**src/rtl/mem_access.sv**
```systemverilog
// Load/store access controller: alignment check, lane steering and a req/ack
// memory handshake with timeout, returning the raw word for mem_load.
module mem_access #(
    parameter int XLEN           = 32,
    parameter int MEM_TYPE_LEN   = 3,
    parameter int TIMEOUT_CYCLES = 255,
    // Access-type codes; defaults match the shared constants header encoding.
    parameter logic [MEM_TYPE_LEN-1:0] MEM_B  = MEM_TYPE_LEN'(0),
    parameter logic [MEM_TYPE_LEN-1:0] MEM_H  = MEM_TYPE_LEN'(1),
    parameter logic [MEM_TYPE_LEN-1:0] MEM_W  = MEM_TYPE_LEN'(2),
    parameter logic [MEM_TYPE_LEN-1:0] MEM_BU = MEM_TYPE_LEN'(4),
    parameter logic [MEM_TYPE_LEN-1:0] MEM_HU = MEM_TYPE_LEN'(5)
) (
    input  logic                    clk,
    input  logic                    reset,
    input  logic                    req_valid,
    output logic                    req_ready,
    input  logic                    req_we,
    input  logic [MEM_TYPE_LEN-1:0] req_type,
    input  logic [XLEN-1:0]         req_addr,
    input  logic [XLEN-1:0]         req_wdata,
    output logic                    mem_en,
    output logic                    mem_we,
    output logic [XLEN/8-1:0]       mem_be,
    output logic [XLEN-1:0]         mem_addr,
    output logic [XLEN-1:0]         mem_wdata,
    input  logic                    mem_ack,
    input  logic [XLEN-1:0]         mem_rdata,
    output logic                    rsp_valid,
    input  logic                    rsp_ready,
    output logic [XLEN-1:0]         rsp_data,
    output logic [XLEN-1:0]         rsp_addr,
    output logic [MEM_TYPE_LEN-1:0] rsp_type,
    output logic                    rsp_misaligned,
    output logic                    rsp_timeout,
    output logic                    busy
);

    localparam int NB    = XLEN / 8;
    localparam int CNT_W = $clog2(TIMEOUT_CYCLES + 1);
    localparam logic [CNT_W-1:0] CNT_LAST = CNT_W'(TIMEOUT_CYCLES - 1);

    typedef enum logic [1:0] {
        IDLE   = 2'd0,
        ACCESS = 2'd1,
        RESP   = 2'd2
    } state_t;

    state_t                  state_reg;
    logic [CNT_W-1:0]        cnt_reg;
    logic                    req_ready_reg;
    logic                    busy_reg;
    logic                    mem_en_reg;
    logic                    mem_we_reg;
    logic [NB-1:0]           mem_be_reg;
    logic [XLEN-1:0]         mem_addr_reg;
    logic [XLEN-1:0]         mem_wdata_reg;
    logic                    rsp_valid_reg;
    logic [XLEN-1:0]         rsp_data_reg;
    logic [XLEN-1:0]         rsp_addr_reg;
    logic [MEM_TYPE_LEN-1:0] rsp_type_reg;
    logic                    rsp_misaligned_reg;
    logic                    rsp_timeout_reg;

    // Request decode: only feeds registers, never an output directly.
    logic [1:0]      req_off;
    logic [2:0]      req_size;
    logic            req_misaligned;
    logic [NB-1:0]   req_be;
    logic [XLEN-1:0] req_wdata_sh;

    assign req_off = req_addr[1:0];

    // Unknown codes fall through to word size.
    always_comb begin
        req_size = 3'd4;
        if (req_type == MEM_B || req_type == MEM_BU) begin
            req_size = 3'd1;
        end else if (req_type == MEM_H || req_type == MEM_HU) begin
            req_size = 3'd2;
        end
    end

    assign req_misaligned = ((req_size == 3'd2) && req_addr[0]) ||
                            ((req_size == 3'd4) && (req_off != 2'b00));

    // A lane is enabled when it lies inside [off, off+size).
    generate
        for (genvar gi = 0; gi < NB; gi++) begin : g_be
            assign req_be[gi] = (4'(gi) >= {2'b00, req_off}) &&
                                (4'(gi) < ({2'b00, req_off} + {1'b0, req_size}));
        end
    endgenerate

    assign req_wdata_sh = req_wdata << {req_off, 3'b000};

    always_ff @(posedge clk) begin
        if (reset) begin
            state_reg          <= IDLE;
            cnt_reg            <= '0;
            req_ready_reg      <= 1'b1;
            busy_reg           <= 1'b0;
            mem_en_reg         <= 1'b0;
            mem_we_reg         <= 1'b0;
            mem_be_reg         <= '0;
            mem_addr_reg       <= '0;
            mem_wdata_reg      <= '0;
            rsp_valid_reg      <= 1'b0;
            rsp_data_reg       <= '0;
            rsp_addr_reg       <= '0;
            rsp_type_reg       <= '0;
            rsp_misaligned_reg <= 1'b0;
            rsp_timeout_reg    <= 1'b0;
        end else begin
            case (state_reg)
                IDLE: begin
                    if (req_valid) begin
                        req_ready_reg      <= 1'b0;
                        busy_reg           <= 1'b1;
                        cnt_reg            <= '0;
                        rsp_addr_reg       <= req_addr;
                        rsp_type_reg       <= req_type;
                        rsp_data_reg       <= '0;
                        rsp_timeout_reg    <= 1'b0;
                        rsp_misaligned_reg <= req_misaligned;
                        if (req_misaligned) begin
                            state_reg     <= RESP;
                            rsp_valid_reg <= 1'b1;
                        end else begin
                            state_reg     <= ACCESS;
                            mem_en_reg    <= 1'b1;
                            mem_we_reg    <= req_we;
                            mem_be_reg    <= req_be;
                            mem_addr_reg  <= {req_addr[XLEN-1:2], 2'b00};
                            mem_wdata_reg <= req_wdata_sh;
                        end
                    end
                end
                ACCESS: begin
                    // Ack takes priority over an expiring timeout.
                    if (mem_ack) begin
                        state_reg     <= RESP;
                        mem_en_reg    <= 1'b0;
                        mem_we_reg    <= 1'b0;
                        rsp_valid_reg <= 1'b1;
                        rsp_data_reg  <= mem_we_reg ? '0 : mem_rdata;
                    end else if (cnt_reg == CNT_LAST) begin
                        state_reg       <= RESP;
                        mem_en_reg      <= 1'b0;
                        mem_we_reg      <= 1'b0;
                        rsp_valid_reg   <= 1'b1;
                        rsp_timeout_reg <= 1'b1;
                        rsp_data_reg    <= '0;
                    end else begin
                        cnt_reg <= cnt_reg + CNT_W'(1);
                    end
                end
                RESP: begin
                    if (rsp_ready) begin
                        state_reg     <= IDLE;
                        rsp_valid_reg <= 1'b0;
                        req_ready_reg <= 1'b1;
                        busy_reg      <= 1'b0;
                    end
                end
                default: begin
                    state_reg     <= IDLE;
                    mem_en_reg    <= 1'b0;
                    mem_we_reg    <= 1'b0;
                    rsp_valid_reg <= 1'b0;
                    req_ready_reg <= 1'b1;
                    busy_reg      <= 1'b0;
                end
            endcase
        end
    end

    assign req_ready      = req_ready_reg;
    assign busy           = busy_reg;
    assign mem_en         = mem_en_reg;
    assign mem_we         = mem_we_reg;
    assign mem_be         = mem_be_reg;
    assign mem_addr       = mem_addr_reg;
    assign mem_wdata      = mem_wdata_reg;
    assign rsp_valid      = rsp_valid_reg;
    assign rsp_data       = rsp_data_reg;
    assign rsp_addr       = rsp_addr_reg;
    assign rsp_type       = rsp_type_reg;
    assign rsp_misaligned = rsp_misaligned_reg;
    assign rsp_timeout    = rsp_timeout_reg;

endmodule

```
**config.mk**
```make
export PLATFORM = sky130hd
export DESIGN_NAME = mem_access
export DESIGN_NICKNAME = d
export VERILOG_FILES = /design/src/rtl/mem_access.sv
export SDC_FILE = /design/constraint.sdc
export NUM_CORES = 1
export LEC_CHECK = 0
export ABC_AREA = 1
export CORE_MARGIN = 2
export CORE_UTILIZATION = 40
export CTS_CLUSTER_DIAMETER = 50
export CTS_CLUSTER_SIZE = 12
export DETAILED_ROUTE_END_ITERATION = 7
export PLACE_DENSITY_LB_ADDON = 0.3
export SYNTH_ARGS = -nofsm -noshare
export SYNTH_HDL_FRONTEND = slang
export SYNTH_SLANG_ARGS = --single-unit
```
**constraint.sdc**
```tcl
create_clock -name clk -period 2.8 [get_ports clk]
set_input_delay 0.56 -clock clk [delete_from_list [all_inputs] [get_ports clk]]
set_output_delay 0.56 -clock clk [all_outputs]
set_load 0.05 [all_outputs]
```
==> impl_results.md, run 1 <==
* Status: finished clean
* Root buffer cell: clkbuf_16
* CP max stage cell: clkdlybuf4s50_1
* Cells on Worst Hold Path at 2
* Layout Skew at 0.0109 ns
* Layout cells sized above 1 at just under 6%
* Gpl congestion at 0.924
* Util after Layout at approximately 63%
* Area Growth Syn to Fin at 53.4%
* Worst-path clk slew at 0.06 ns
* Clock power frac at 41.7%
* Post-CTS sizing at 0
* Yosys warns at 0
* Footprint of the multi-input gates at approximately 2400 µm²
* Initial Utilization at 40.8%
* Pint at 4.41 mW
* Syn_area_per_cell at 7.78 µm²
* Min cycle time layout at 2.22 ns
* FF/Latch Area at 3000 µm²
* Layout Nets at 1103
* H-tree depth at 4
* Crit-path cells: clkdlybuf4s50_1
* Post-detail-place hpwl at 12800 µm
* Ports at roughly 250
* Layout fillers at between 1000 and 1500
* Final setup fails at 0
* CP top delay family: buffers and inverters
* Endpoint class of the critical path: output pin
* CP Launch Type: flip-flop
* Row count at 44
* Placement Cell Area at 8410 µm²
* Post-synthesis cell count at 760
* Static Leakage at around 3.6 nW
* Sw power at 1.74 mW
* Worst-skew pair later-pin latency at 0.42 ns
* Sequential share of the synthesized area at 50.8%
* Post-Route WL at 17600 µm
* Final ANT Viol Nets at 0
* Post-CTS Hold Fix Bufs at 0
* Fin crit share at roughly four fifths
* Die height at 126 µm
* Largest net degree at the start of global routing at 60
* Residual DRC count at 0
* Chip width at 126 µm
* CP Data Required Time at roughly 2.2 ns
* Post-Syn Area at 5910 µm²
* First-pass GRT wire length at 28500 µm
* Levels on crit path at 1
* FMAX at about 0.45 GHz
* Setup TNS at 0 ns
* Area of the core at 14500 µm²
* Synth area leader: dfxtp_1
* Crit Path Max Fanout at 3
* Top-area cell type share of the netlist area at 50.8%
* VDD IR max at 0.000382 V
* TritonCTS Buffers at 17
* Synth top area cells: dfxtp_1, nand2_1, o21ai_0
* CTS tree: yes
* CP arrival at around 1.7 ns
* Antenna Cells at 0
* Top_reg_cell synth: dfxtp_1
* Worst slew pin tran at 0.663 ns
* Sw Share at 28.2%
* EDFF count, synth at 0
* Slew HR at 55.8%
* Post-CTS Setup Inserts at 0
* Clk sink count at 150
* Power density over cell area at 679 nW/µm²
* RSZ-0062 raised after global routing: no
* Sequential Power Share at roughly 38%
* # Max-Cap Violations at 0
* Via count at approximately 5800
* Number of DRC markers in iteration 0 at 300
* Final Hold Fails at 0
* Design area at between 9000 and 10000 µm²
* Number of buffers and inverters on the critical path at 1
* Via density at 4.89
* CP peak stage delay at 0.83 ns
* Setup CP Type: flip-flop to output pin
* Die area at 15800 µm²
* IO buf count at between 200 and 250
* Logic pwr share at between 20% and 30%
* Worst r2r path cells at 10
* Avg WL per Cell at 14.8 µm
* Hold Path Class: flip-flop to flip-flop
* Seq cells post-synth at 150
* Post-synth ARST share at 0%
* Total grt overflow at 0
* Clk buf depth at 2
* Distinct cells, synth at 34
* Fin. max-slew vios at 0
* Count of TritonRoute iterations in the first routing pass at 4
* Initial antenna violation count at 0
* Vias in the first global route at 5571
* Tot GR Track Use at 22.4%
## through the flow
stage	worst slack, ns	power (mW)	hold slack (ns)	instances
2_1_floorplan	1.10	3.15	0.452	761
3_3_place_gp	0.357	3.62	0.429	1158
3_5_place_dp	0.296	3.63	0.437	1158
4_1_cts	0.559	6.20	0.450	1188
5_1_grt	0.550	6.40	0.467	1188
6_report	0.584	6.15	0.446	1188
## tightest hold or removal path, stage by stage, from the launching register on
cell	delay (ns)
dfxtp_1	0.31
nand2_1	0.06
nand2_1	0.04
## power by group through the flow
| stage | Combinational [mW] | Clock (mW) | Sequential [mW] |
|---|---|---|---|
| global placement | 1.25 | 0 | 2.37 |
| finish | 1.25 | 2.57 | 2.33 |
| CTS | 1.26 | 2.61 | 2.33 |
| floorplan | 0.368 | 0 | 2.78 |
| global route | 1.34 | 2.72 | 2.35 |
| detailed placement | 1.25 | 0 | 2.38 |
## cell usage in the layout, fill, tap and decap left out, drive strengths merged
cell and count:
a211oi 32, a21oi 46, a31o 1, and3 1, buf 12, bufinv 6
clkbuf 21, clkdlybuf4s50 243, clkinv 4, conb 2, dfxtp 150, fa 1
ha 4, inv 75, nand2 216, nand3 36, nand4 3, nor2 60
nor3 2, o211ai 7, o21ai 74, o21bai 1, o221ai 3, o22ai 2
or2 2
## logic make-up after synthesis
family	synth area share (%)
other cells	0.0634
buf+inv	9.50
fa+ha+maj	1.19
simple gates	22.3
flops	50.8
compound gates	16.2
## Yosys cell counts, types with 3 or more instances
master      n
nand2_1   213
dfxtp_1   150
inv_1      71
o21ai_0    66
nor2_1     58
a21oi_1    46
nand3_1    34
a211oi_1   32
clkbuf_1   12
buf_4      11
buf_6       9
buf_2       8
o211ai_1    7
o21ai_1     6
ha_1        4
inv_2       4
nand2_2     3
o221ai_1    3
## worst paths after layout
check                                    from             to  slack [ns]
worst max register to register     cnt_reg[0]   rsp_data[21]        1.03
worst max-delay path                   mem_we         mem_we        0.58
worst min register to register  mem_wdata[19]  mem_wdata[19]        0.45
worst min-delay path            mem_wdata[19]  mem_wdata[19]        0.45
## area by class of cell
class                      instances  share of cell area, %
clock buffer                      21                   5.08
inverter                          76                   3.15
clock inverter                     9                   2.19
tap                              184                   2.54
multi-input combinational        493                   26.0
sequential                       150                   33.1
timing repair buffer             255                   27.9
## metal layers
metal / vias to the layer above / wire, µm / part of all wire (%) / track usage (%)
met5: - / 0 / 0 / 0
met2: 238 / 8270 / 47 / 36.4
met4: 0 / 456 / 2.6 / 9.02
met3: 30 / 1370 / 7.8 / 7.15
li1: 2920 / - / - / -
met1: 2617 / 7520 / 43 / 27.6
Note: power is estimated with default switching activity, not from simulation.
==> inputs of run 2 (changes only) <==
clock period = 2.3 ns   (was 2.8 ns; I/O delays follow)
==> impl_results.md, run 2 (same netlist as run 1, synthesis figures left out) <==
* Via density at 4.90 (+0.26%)
* Post-CTS Hold Fix Bufs at 0 (unchanged)
* Status: finished clean
* Residual DRC count at 0 (unchanged)
* Commonest cells after routing, fill and taps aside: clkdlybuf4s50_1, nand2_1, dfxtp_1, inv_1, o21ai_0
* Area Growth Syn to Fin at 54.7%
* Ports at 247 (unchanged)
* Worst slew pin tran at 0.608 ns (-0.0552 ns)
* Die height at 126 µm (unchanged)
* Most common cell after layout, fill and taps aside: clkdlybuf4s50_1
* Design area at 9150 µm² (+0.88%)
* Antenna Cells at 0 (unchanged)
* Fin. max-slew vios at 0 (unchanged)
* CP top delay family: buffers and inverters
* Gpl congestion at 0.932 (+0.92%)
* Largest net degree at the start of global routing at 59 (-1.7%)
* Setup TNS at 0 ns (unchanged)
* Final Hold Fails at 0 (unchanged)
* Worst-path clk slew at 0.06 ns (about the same)
* Final ANT Viol Nets at 0 (unchanged)
* Worst-skew pair later-pin latency at 0.42 ns (about the same)
* TritonCTS Buffers at 17 (unchanged)
* Initial Utilization at 40.8% (unchanged)
* Endpoint class of the critical path: output pin
* Util after Layout at 63.2% (+0.55 points)
* Vias in the first global route at 5643 (+1.3%)
* Placement Cell Area at 8540 µm² (+1.6%)
* Initial antenna violation count at 0 (unchanged)
* CP arrival at 1.68 ns (+0.02 ns)
* Number of buffers and inverters on the critical path at 1 (unchanged)
* Tot GR Track Use at 22.8% (+0.35 points)
* Setup ws final at 0.164 ns (-0.421 ns)
* Hold Path Class: input port to flip-flop
* Via count at 5879 (+1.3%)
* Worst hold slack at 0.425 ns (-0.0211 ns)
* Post-CTS sizing at 0 (unchanged)
* Avg WL per Cell at 15.0 µm (+1.2%)
* CP peak stage delay at 0.85 ns (+0.02 ns)
* Layout Nets at 1113 (+0.91%)
* Setup CP Type: flip-flop to output pin
* Crit Path Max Fanout at 3 (unchanged)
* # Max-Cap Violations at 0 (unchanged)
* CP Launch Type: flip-flop
* Row count at 44 (unchanged)
* Slew HR at 59.4% (+3.6 points)
* Chip width at 126 µm (unchanged)
* Post-route total power at 7.23 mW (+17%)
* Placed Cells at 1168 (+0.86%)
* Post-CTS Setup Inserts at 0 (unchanged)
* CP Data Required Time at 1.84 ns (-0.40 ns)
* Area of the core at 14500 µm² (unchanged)
* Dpl ws at -0.0330 ns (-0.329 ns)
* IO buf count at 244 (unchanged)
* Fin crit share at between 90 and 100%
* Root buffer cell: clkbuf_16
* Min cycle time layout at 2.14 ns
* Count of TritonRoute iterations in the first routing pass at 4 (unchanged)
* Clk buf depth at 2 (unchanged)
* Post-detail-place hpwl at 13100 µm (+2.6%)
* CTS tree: yes
* Crit-path cells: clkdlybuf4s50_1
* FMAX at about 0.47 GHz
* Static Leakage at 3.68 nW (+0.92%)
* H-tree depth at 4 (unchanged)
* Layout cells sized above 1 at 6.89% (+1.1 points)
* Number of DRC markers in iteration 0 at 328 (+9.3%)
* Non-filler cells, final at 1200 (+1.0%)
* Die area at 15800 µm² (unchanged)
* Power density over cell area at 790 nW/µm² (+16%)
* Total grt overflow at 0 (unchanged)
* Post-Route WL at 18000 µm (+2.2%)
* Clk sink count at 150 (unchanged)
* Layout Skew at 0.00530 ns (-0.00561 ns)
* RSZ-0062 raised after global routing: no
* VDD IR max at 0.000503 V (+32%)
* CP max stage cell: clkdlybuf4s50_1
* First-pass GRT wire length at 28600 µm (+0.53%)
* Final setup fails at 0 (unchanged)
-- run 2: cell count changes in the layout (fill, tap and decap cells not counted), sizes merged --
cell | before | now
buf | 12 | 22
bufinv | 6 | 2
clkinv | 4 | 5
clkinvlp | 0 | 2
inv | 75 | 78
-- run 2: metal layers --
| metal | track usage [%] | part of all wire, % | wire length [µm] |
|---|---|---|---|
| met1 | 27.0 | 41 | 7390 |
| met2 | 38.5 | 49 | 8780 |
| met3 | 7.40 | 8.5 | 1540 |
| met4 | 8.30 | 1.7 | 302 |
| met5 | 0 | 0 | 0 |
-- run 2: path summary, 6_finish.rpt --
check / cells past startpoint / end / slack, ns / from
setup reg to reg: 10 / rsp_data[11] / 0.60 / cnt_reg[0]
hold reg to reg: 2 / mem_wdata[20] / 0.45 / mem_wdata[20]
hold / removal: 2 / cnt_reg[4] / 0.42 / reset
setup / recovery: 1 / mem_we / 0.16 / mem_we
-- run 2: report_power, final --
part,internal (mW),switching (mW)
sequential,2.75,0.0859
combinational,0.576,0.997
clock,1.68,1.14
-- run 2: cell type report --
class	count	area (µm²)
multi-input combinational	493	2360
tap	184	230
timing repair buffer	265	2670
sequential	150	3000
fill	1266	5330
clock inverter	11	141
clock buffer	21	460
inverter	76	285
